--- config.mk ---
export PLATFORM = sky130hd
export DESIGN_NAME = bw_mult_arbiter_flat
export DESIGN_NICKNAME = d
export VERILOG_FILES = /design/src/rtl/bw_mult_arbiter_if.sv /design/src/rtl/bw_mult_arbiter.sv /design/src/flat_wrapper.sv
export SDC_FILE = /design/constraint.sdc
export NUM_CORES = 1
export LEC_CHECK = 0
export ABC_AREA = 1
export BUFFER_PORTS_ARGS = -buffer_cell sky130_fd_sc_hd__buf_2
export CORE_MARGIN = 1.5
export CORE_UTILIZATION = 60
export CTS_BUF_LIST = sky130_fd_sc_hd__clkbuf_16
export CTS_CLUSTER_SIZE = 20
export DETAILED_ROUTE_END_ITERATION = 10
export GPL_TIMING_DRIVEN = 0
export PLACE_DENSITY = 0.8
export REMOVE_ABC_BUFFERS = 1
export SLEW_MARGIN = 20
export SYNTH_ARGS = -nofsm -noshare
export SYNTH_HDL_FRONTEND = slang
export SYNTH_SLANG_ARGS = --single-unit
--- constraint.sdc ---
create_clock -name clk_in -period 10.09 [get_ports clk_in]
set_clock_uncertainty 0.1 [all_clocks]
set_input_delay 1.009 -clock clk_in [delete_from_list [all_inputs] [get_ports clk_in]]
set_output_delay 1.009 -clock clk_in [all_outputs]
set_load 0.03 [all_outputs]
--- src/rtl/bw_mult_arbiter_if.sv ---
// Request/result bus of bw_mult_arbiter: per-requester valid/ready with packed
// operands, plus the single product channel back to the consumer.
interface bw_mult_arbiter_if #(
  parameter int numBit = 16,
  parameter int numReq = 4,
  parameter int idBit  = 2
);
  logic [numReq-1:0]        req_valid_in;
  logic [numReq-1:0]        req_ready_out;
  logic [numReq*numBit-1:0] req_m_in;
  logic [numReq*numBit-1:0] req_n_in;
  logic                     res_valid_out;
  logic                     res_ready_in;
  logic [2*numBit-1:0]      res_out;
  logic [idBit-1:0]         res_id_out;
  logic                     busy_out;

  modport master (
    output req_valid_in, req_m_in, req_n_in, res_ready_in,
    input  req_ready_out, res_valid_out, res_out, res_id_out, busy_out
  );

  modport slave (
    input  req_valid_in, req_m_in, req_n_in, res_ready_in,
    output req_ready_out, res_valid_out, res_out, res_id_out, busy_out
  );
endinterface

--- src/rtl/bw_mult_arbiter.sv ---
// Round-robin arbiter sharing one Baugh-Wooley signed multiplier among numReq clients.
// Optional macro BW_ARB_PERF_EN adds a saturating 16-bit accepted-result counter (op_count_out).
module bw_mult_arbiter #(
  parameter int numBit = 16,
  parameter int numReq = 4,
  parameter int idBit  = 2
) (
  input  logic clk_in,
  input  logic rst_n_in,
  bw_mult_arbiter_if.slave bus
`ifdef BW_ARB_PERF_EN
  ,
  output logic [15:0] op_count_out
`endif
);

  typedef enum logic [1:0] {
    ST_IDLE = 2'd0,
    ST_CALC = 2'd1,
    ST_DONE = 2'd2
  } state_t;

  localparam logic [2*numBit-1:0] ONE_W    = {{(2*numBit-1){1'b0}}, 1'b1};
  localparam logic [2*numBit-1:0] BW_CONST = (ONE_W << numBit) | (ONE_W << (2*numBit-1));

  // Baugh-Wooley: sign-row/column cross terms are inverted and the correction
  // constant 2^n + 2^(2n-1) restores the two's-complement result.
  function automatic logic [2*numBit-1:0] bw_mult(input logic [numBit-1:0] a,
                                                  input logic [numBit-1:0] b);
    logic [2*numBit-1:0] acc;
    logic [2*numBit-1:0] row;
    acc = BW_CONST;
    for (int i = 0; i < numBit; i++) begin
      row = '0;
      for (int j = 0; j < numBit; j++) begin
        if ((i == numBit-1) != (j == numBit-1)) begin
          row[i+j] = ~(a[i] & b[j]);
        end else begin
          row[i+j] = a[i] & b[j];
        end
      end
      acc = acc + row;
    end
    return acc;
  endfunction

  state_t              state_r;
  logic [idBit-1:0]    rr_ptr_r;
  logic [idBit-1:0]    op_id_r;
  logic [numBit-1:0]   op_m_r;
  logic [numBit-1:0]   op_n_r;
  logic [2*numBit-1:0] res_r;
  logic [idBit-1:0]    res_id_r;
  logic                res_valid_r;

  logic                grant_vld_s;
  logic [idBit-1:0]    grant_id_s;
  logic [idBit-1:0]    next_ptr_s;
  logic [idBit-1:0]    idx_s;
  logic [idBit:0]      sum_s;
  logic [numReq-1:0]   ready_s;
  logic [numBit-1:0]   sel_m_s;
  logic [numBit-1:0]   sel_n_s;
  logic [2*numBit-1:0] product_s;

  // Round-robin winner search starting at rr_ptr_r, wrapping modulo numReq
  always_comb begin
    grant_vld_s = 1'b0;
    grant_id_s  = '0;
    sum_s       = '0;
    idx_s       = '0;
    for (int k = 0; k < numReq; k++) begin
      sum_s = {1'b0, rr_ptr_r} + (idBit+1)'(k);
      if (sum_s >= (idBit+1)'(numReq)) begin
        idx_s = idBit'(sum_s - (idBit+1)'(numReq));
      end else begin
        idx_s = sum_s[idBit-1:0];
      end
      if (!grant_vld_s && bus.req_valid_in[idx_s]) begin
        grant_vld_s = 1'b1;
        grant_id_s  = idx_s;
      end else begin
        grant_vld_s = grant_vld_s;
      end
    end
  end

  // Grant decode, operand mux for the winner and pointer advance
  always_comb begin
    ready_s = '0;
    sel_m_s = '0;
    sel_n_s = '0;
    if (state_r == ST_IDLE && grant_vld_s && rst_n_in) begin
      ready_s[grant_id_s] = 1'b1;
    end else begin
      ready_s = '0;
    end
    for (int k = 0; k < numReq; k++) begin
      if (grant_id_s == idBit'(k)) begin
        sel_m_s = bus.req_m_in[k*numBit +: numBit];
        sel_n_s = bus.req_n_in[k*numBit +: numBit];
      end else begin
        sel_m_s = sel_m_s;
      end
    end
    if (grant_id_s == idBit'(numReq-1)) begin
      next_ptr_s = '0;
    end else begin
      next_ptr_s = grant_id_s + idBit'(1);
    end
  end

  assign product_s = bw_mult(op_m_r, op_n_r);

  // Control FSM with operand, product and id registers
  always_ff @(posedge clk_in or negedge rst_n_in) begin
    if (!rst_n_in) begin
      state_r     <= ST_IDLE;
      rr_ptr_r    <= '0;
      op_id_r     <= '0;
      op_m_r      <= '0;
      op_n_r      <= '0;
      res_r       <= '0;
      res_id_r    <= '0;
      res_valid_r <= 1'b0;
    end else begin
      case (state_r)
        ST_IDLE: begin
          if (grant_vld_s) begin
            op_m_r   <= sel_m_s;
            op_n_r   <= sel_n_s;
            op_id_r  <= grant_id_s;
            rr_ptr_r <= next_ptr_s;
            state_r  <= ST_CALC;
          end else begin
            state_r  <= ST_IDLE;
          end
        end
        ST_CALC: begin
          res_r       <= product_s;
          res_id_r    <= op_id_r;
          res_valid_r <= 1'b1;
          state_r     <= ST_DONE;
        end
        ST_DONE: begin
          if (bus.res_ready_in) begin
            res_valid_r <= 1'b0;
            state_r     <= ST_IDLE;
          end else begin
            state_r     <= ST_DONE;
          end
        end
        default: begin
          res_valid_r <= 1'b0;
          state_r     <= ST_IDLE;
        end
      endcase
    end
  end

  assign bus.req_ready_out = ready_s;
  assign bus.res_valid_out = res_valid_r;
  assign bus.res_out       = res_r;
  assign bus.res_id_out    = res_id_r;
  assign bus.busy_out      = (state_r != ST_IDLE);

`ifdef BW_ARB_PERF_EN
  logic [15:0] op_count_r;

  // Accepted-result counter, saturating at all-ones
  always_ff @(posedge clk_in or negedge rst_n_in) begin
    if (!rst_n_in) begin
      op_count_r <= 16'd0;
    end else if (res_valid_r && bus.res_ready_in && (op_count_r != 16'hFFFF)) begin
      op_count_r <= op_count_r + 16'd1;
    end else begin
      op_count_r <= op_count_r;
    end
  end

  assign op_count_out = op_count_r;
`endif

endmodule

--- src/flat_wrapper.sv ---
// flat-port wrapper written by rule: the top's interface ports become plain ports
module bw_mult_arbiter_flat 
#(
  parameter int numBit = 16,
  parameter int numReq = 4,
  parameter int idBit  = 2
)
  (clk_in, rst_n_in, bus_req_valid_in, bus_req_m_in, bus_req_n_in, bus_res_ready_in, bus_req_ready_out, bus_res_valid_out, bus_res_out, bus_res_id_out, bus_busy_out);
  bw_mult_arbiter_if #(.numBit(numBit), .numReq(numReq), .idBit(idBit)) bus_i ();
  input  logic clk_in;
  input  logic rst_n_in;
  input wire logic [$bits(bus_i.req_valid_in)-1:0] bus_req_valid_in;
  input wire logic [$bits(bus_i.req_m_in)-1:0] bus_req_m_in;
  input wire logic [$bits(bus_i.req_n_in)-1:0] bus_req_n_in;
  input wire logic [$bits(bus_i.res_ready_in)-1:0] bus_res_ready_in;
  output wire logic [$bits(bus_i.req_ready_out)-1:0] bus_req_ready_out;
  output wire logic [$bits(bus_i.res_valid_out)-1:0] bus_res_valid_out;
  output wire logic [$bits(bus_i.res_out)-1:0] bus_res_out;
  output wire logic [$bits(bus_i.res_id_out)-1:0] bus_res_id_out;
  output wire logic [$bits(bus_i.busy_out)-1:0] bus_busy_out;
  assign bus_i.req_valid_in = bus_req_valid_in;
  assign bus_i.req_m_in = bus_req_m_in;
  assign bus_i.req_n_in = bus_req_n_in;
  assign bus_i.res_ready_in = bus_res_ready_in;
  assign bus_req_ready_out = bus_i.req_ready_out;
  assign bus_res_valid_out = bus_i.res_valid_out;
  assign bus_res_out = bus_i.res_out;
  assign bus_res_id_out = bus_i.res_id_out;
  assign bus_busy_out = bus_i.busy_out;
  bw_mult_arbiter #(.numBit(numBit), .numReq(numReq), .idBit(idBit)) u_core (.clk_in(clk_in), .rst_n_in(rst_n_in), .bus(bus_i));
endmodule
==> flow_metrics.env <==
export IMPL_status="finished clean"
export IMPL_drv_cap=0
export IMPL_r2r_start="u_core.op_n_r[3]"
export IMPL_syn_avg_cell_area_sq_um=7.064
export IMPL_final_max_slew_violation_count=0
export IMPL_cp_start_kind="flop"
export IMPL_yosys_top_cells_area="fa_1, nand2_1, dfrtp_1"
export IMPL_maxSlewHeadroom=0.3751
export IMPL_final_cell_mix="nand2_1, inv_1, fa_1"
export IMPL_grt_pass1_wl_mm=53.62
export IMPL_synth_edf_count=0
export IMPL_io_pins=175
export IMPL_wl_mm=32.62
export IMPL_drive_gt1_frac=0.1168
export IMPL_synth_cells=1849
export IMPL_post_cts_resized=0
export IMPL_grt_max_degree=53
export IMPL_dr_total_vias=11660
export IMPL_hold_path_class="reg2reg"
export IMPL_post_cts_buffers=0
export IMPL_path_max_fanout=17
export IMPL_post_drt_wl_per_cell_um=14.71
export IMPL_n_antenna_cell=0
export IMPL_antenna_found_initial=0
export IMPL_synth_top_area_share=0.3035
export IMPL_async_reset_ff_frac=1.000
export IMPL_die_height_um=150.5
export IMPL_ctsHoldBuffers=0
export IMPL_coreArea_sq_um=21220
export IMPL_fin_crit_sh=0.6125
export IMPL_firstDrtPassIters=5
export IMPL_synth_area_sq_um=13060
export IMPL_rows=53
export IMPL_ys_warn_count=0
export IMPL_worstSkewPairLatency_ns=0.36
export IMPL_vias_per_cell=5.255
export IMPL_rrSetupSlack_ns=3.91
export IMPL_die_area_sq_um=22660
export IMPL_worstMarginPinSlew_ns=0.9373
export IMPL_first_iter_violations=685
export IMPL_end_kind="flop"
export IMPL_initial_core_util=0.6155
export IMPL_area_delta_synth_final_pct=8.727
export IMPL_path_clk_slew_ns=0.07
export IMPL_r2r_end="u_core.bus.res_out[26]"
export IMPL_drtAntennaViolNets=0
export IMPL_overflow=0
export IMPL_synth_main_ff_cell="dfrtp_1"
export IMPL_cp_required_ns=10.23
export IMPL_grt_pass1_vias=11530
export IMPL_h_tree_depth=3
export IMPL_period_minus_slack_ns=6.180
export IMPL_multi_input_area_sq_um=9281
export IMPL_numPortBuffers=174
export IMPL_cts_buffers=9
export IMPL_yosysTopAreaCell="fa_1"
export IMPL_final_setup_viol_count=0
export IMPL_cts_root_buf="clkbuf_16"
export IMPL_dp_hpwl_mm=24.94
export IMPL_final_common_cell="nand2_1"
export IMPL_crit_type="reg2reg"
export IMPL_timing_fmax_ghz=0.1618
export IMPL_ys_ff_latch=73
export IMPL_track_usage=0.3020
export IMPL_seq_area_sq_um=1827
export IMPL_cts_sinks=73
export IMPL_rsz0062_at_grt="false"
export IMPL_hp_start="u_core.bus.res_out[5]"
export IMPL_synthDistinctLibCells=29
export IMPL_fin_nets=2370
export IMPL_min_to="u_core.bus.res_out[5]"
export IMPL_holdPathStages=2
export IMPL_clk_path_buf_depth=2
export IMPL_drcViolationCount=0
export IMPL_final_hold_viol_count=0
export IMPL_ys_seq_area_frac=0.1399
export IMPL_die_w_um=150.5
export IMPL_gp_congestion=0.8940
export IMPL_fillers=1853
export IMPL_rr_worst_depth=21
export IMPL_cts_tree="yes"
export IMPL_tns_ns=0
export IMPL_arrival_ns=6.32
-- registers in the layout (all words and copies together) (netlist names) --
register                  flops
u_core.bus.res_id_out         2
u_core.bus.res_out           32
u_core.bus.res_valid_out      1
u_core.op_id_r                2
u_core.op_m_r                16
u_core.op_n_r                16
u_core.rr_ptr_r               2
u_core.state_r                2
-- worst max path at each step --
stage	startpoint	end	slack [ns]	cells past startpoint
2_1_floorplan	u_core.op_n_r[3]	u_core.bus.res_out[26]	4.83	21
3_3_place_gp	u_core.op_n_r[3]	u_core.bus.res_out[26]	4.11	21
3_5_place_dp	u_core.op_n_r[3]	u_core.bus.res_out[26]	4.01	21
4_1_cts	u_core.op_n_r[3]	u_core.bus.res_out[26]	3.96	21
5_1_grt	u_core.op_n_r[3]	u_core.bus.res_out[26]	3.58	21
6_report	u_core.op_n_r[3]	u_core.bus.res_out[26]	3.91	21
-- per-stage QoR --
step	cell area, sq um	instances	utilization	hold WS, ns	setup slack, ns
4_1_cts	14200	2218	0.6690	0.3693	3.964
2_1_floorplan	12590	1749	-	0.3498	4.828
6_report	14200	2218	0.6692	0.3652	3.910
3_3_place_gp	13810	2198	0.6506	0.3500	4.108
5_1_grt	14200	2218	0.6692	0.3929	3.584
3_5_place_dp	13900	2202	0.6551	0.3534	4.011
-- cells in the mapped netlist (2+ instances only) --
| cell | count |
|---|---|
| fa_1 | 198 |
| buf_6 | 5 |
| ha_1 | 99 |
| or2_2 | 2 |
| xor2_1 | 2 |
| inv_1 | 397 |
| nand2_1 | 714 |
| dfrtp_1 | 73 |
| nor3_1 | 2 |
| buf_1 | 2 |
| xnor2_1 | 6 |
| nor2_1 | 45 |
| inv_2 | 3 |
| o21ai_0 | 79 |
| nand3_2 | 3 |
| nand2_2 | 18 |
| clkbuf_1 | 68 |
| nand3b_1 | 5 |
| nand3_1 | 44 |
| nand4_1 | 7 |
| buf_2 | 23 |
| a21oi_1 | 46 |
| a31oi_1 | 2 |
-- worst max-delay path, stage by stage, from the launching register on --
cell,delay [ns]
dfrtp_1,0.88
nand2_1,0.20
fa_1,0.58
inv_1,0.06
fa_1,0.54
inv_1,0.05
fa_1,0.50
inv_1,0.05
fa_1,0.45
fa_1,0.55
inv_1,0.05
fa_1,0.53
inv_1,0.04
ha_1,0.35
nand2_1,0.14
nor2_1,0.36
nand2_1,0.09
nand3b_1,0.20
nand3_1,0.11
nand2_1,0.05
nand3_1,0.08
nand2_1,0.07
-- final cells by class --
cell class | count | area share
multi-input combinational | 1276 | 0.6536
sequential | 73 | 0.1286
inverter | 400 | 0.1057
timing repair buffer | 178 | 0.06705
tap | 275 | 0.02423
clock buffer | 9 | 0.01586
clock inverter | 7 | 0.004934
-- logic make-up (layout without fill, tap and decap cells) --
| group | after synthesis | after routing | share of synthesized area |
|---|---|---|---|
| AOI/OAI and AO/OA | 128 | 128 | 0.04953 |
| xor gates and xnor gates | 8 | 8 | 0.005365 |
| adders and majority gates | 297 | 297 | 0.3983 |
| buffers and inverters | 500 | 594 | 0.1509 |
| DFF | 73 | 73 | 0.1399 |
| and+or+nand+nor | 843 | 843 | 0.2561 |
-- metal layers --
| layer | vias up | wire, um | global-route usage | share of wire |
|---|---|---|---|---|
| li1 | 5547 | - | - | - |
| met5 | - | 0 | 0 | 0 |
| met2 | 419 | 16760 | 0.5206 | 0.51 |
| met1 | 5598 | 12650 | 0.3729 | 0.39 |
| met4 | 0 | 1072 | 0.1387 | 0.033 |
| met3 | 92 | 2140 | 0.04636 | 0.066 |
Power is left out: the tool's default activity adds up to more than one toggle a clock period on the data nets, which glitch-free logic cannot reach.
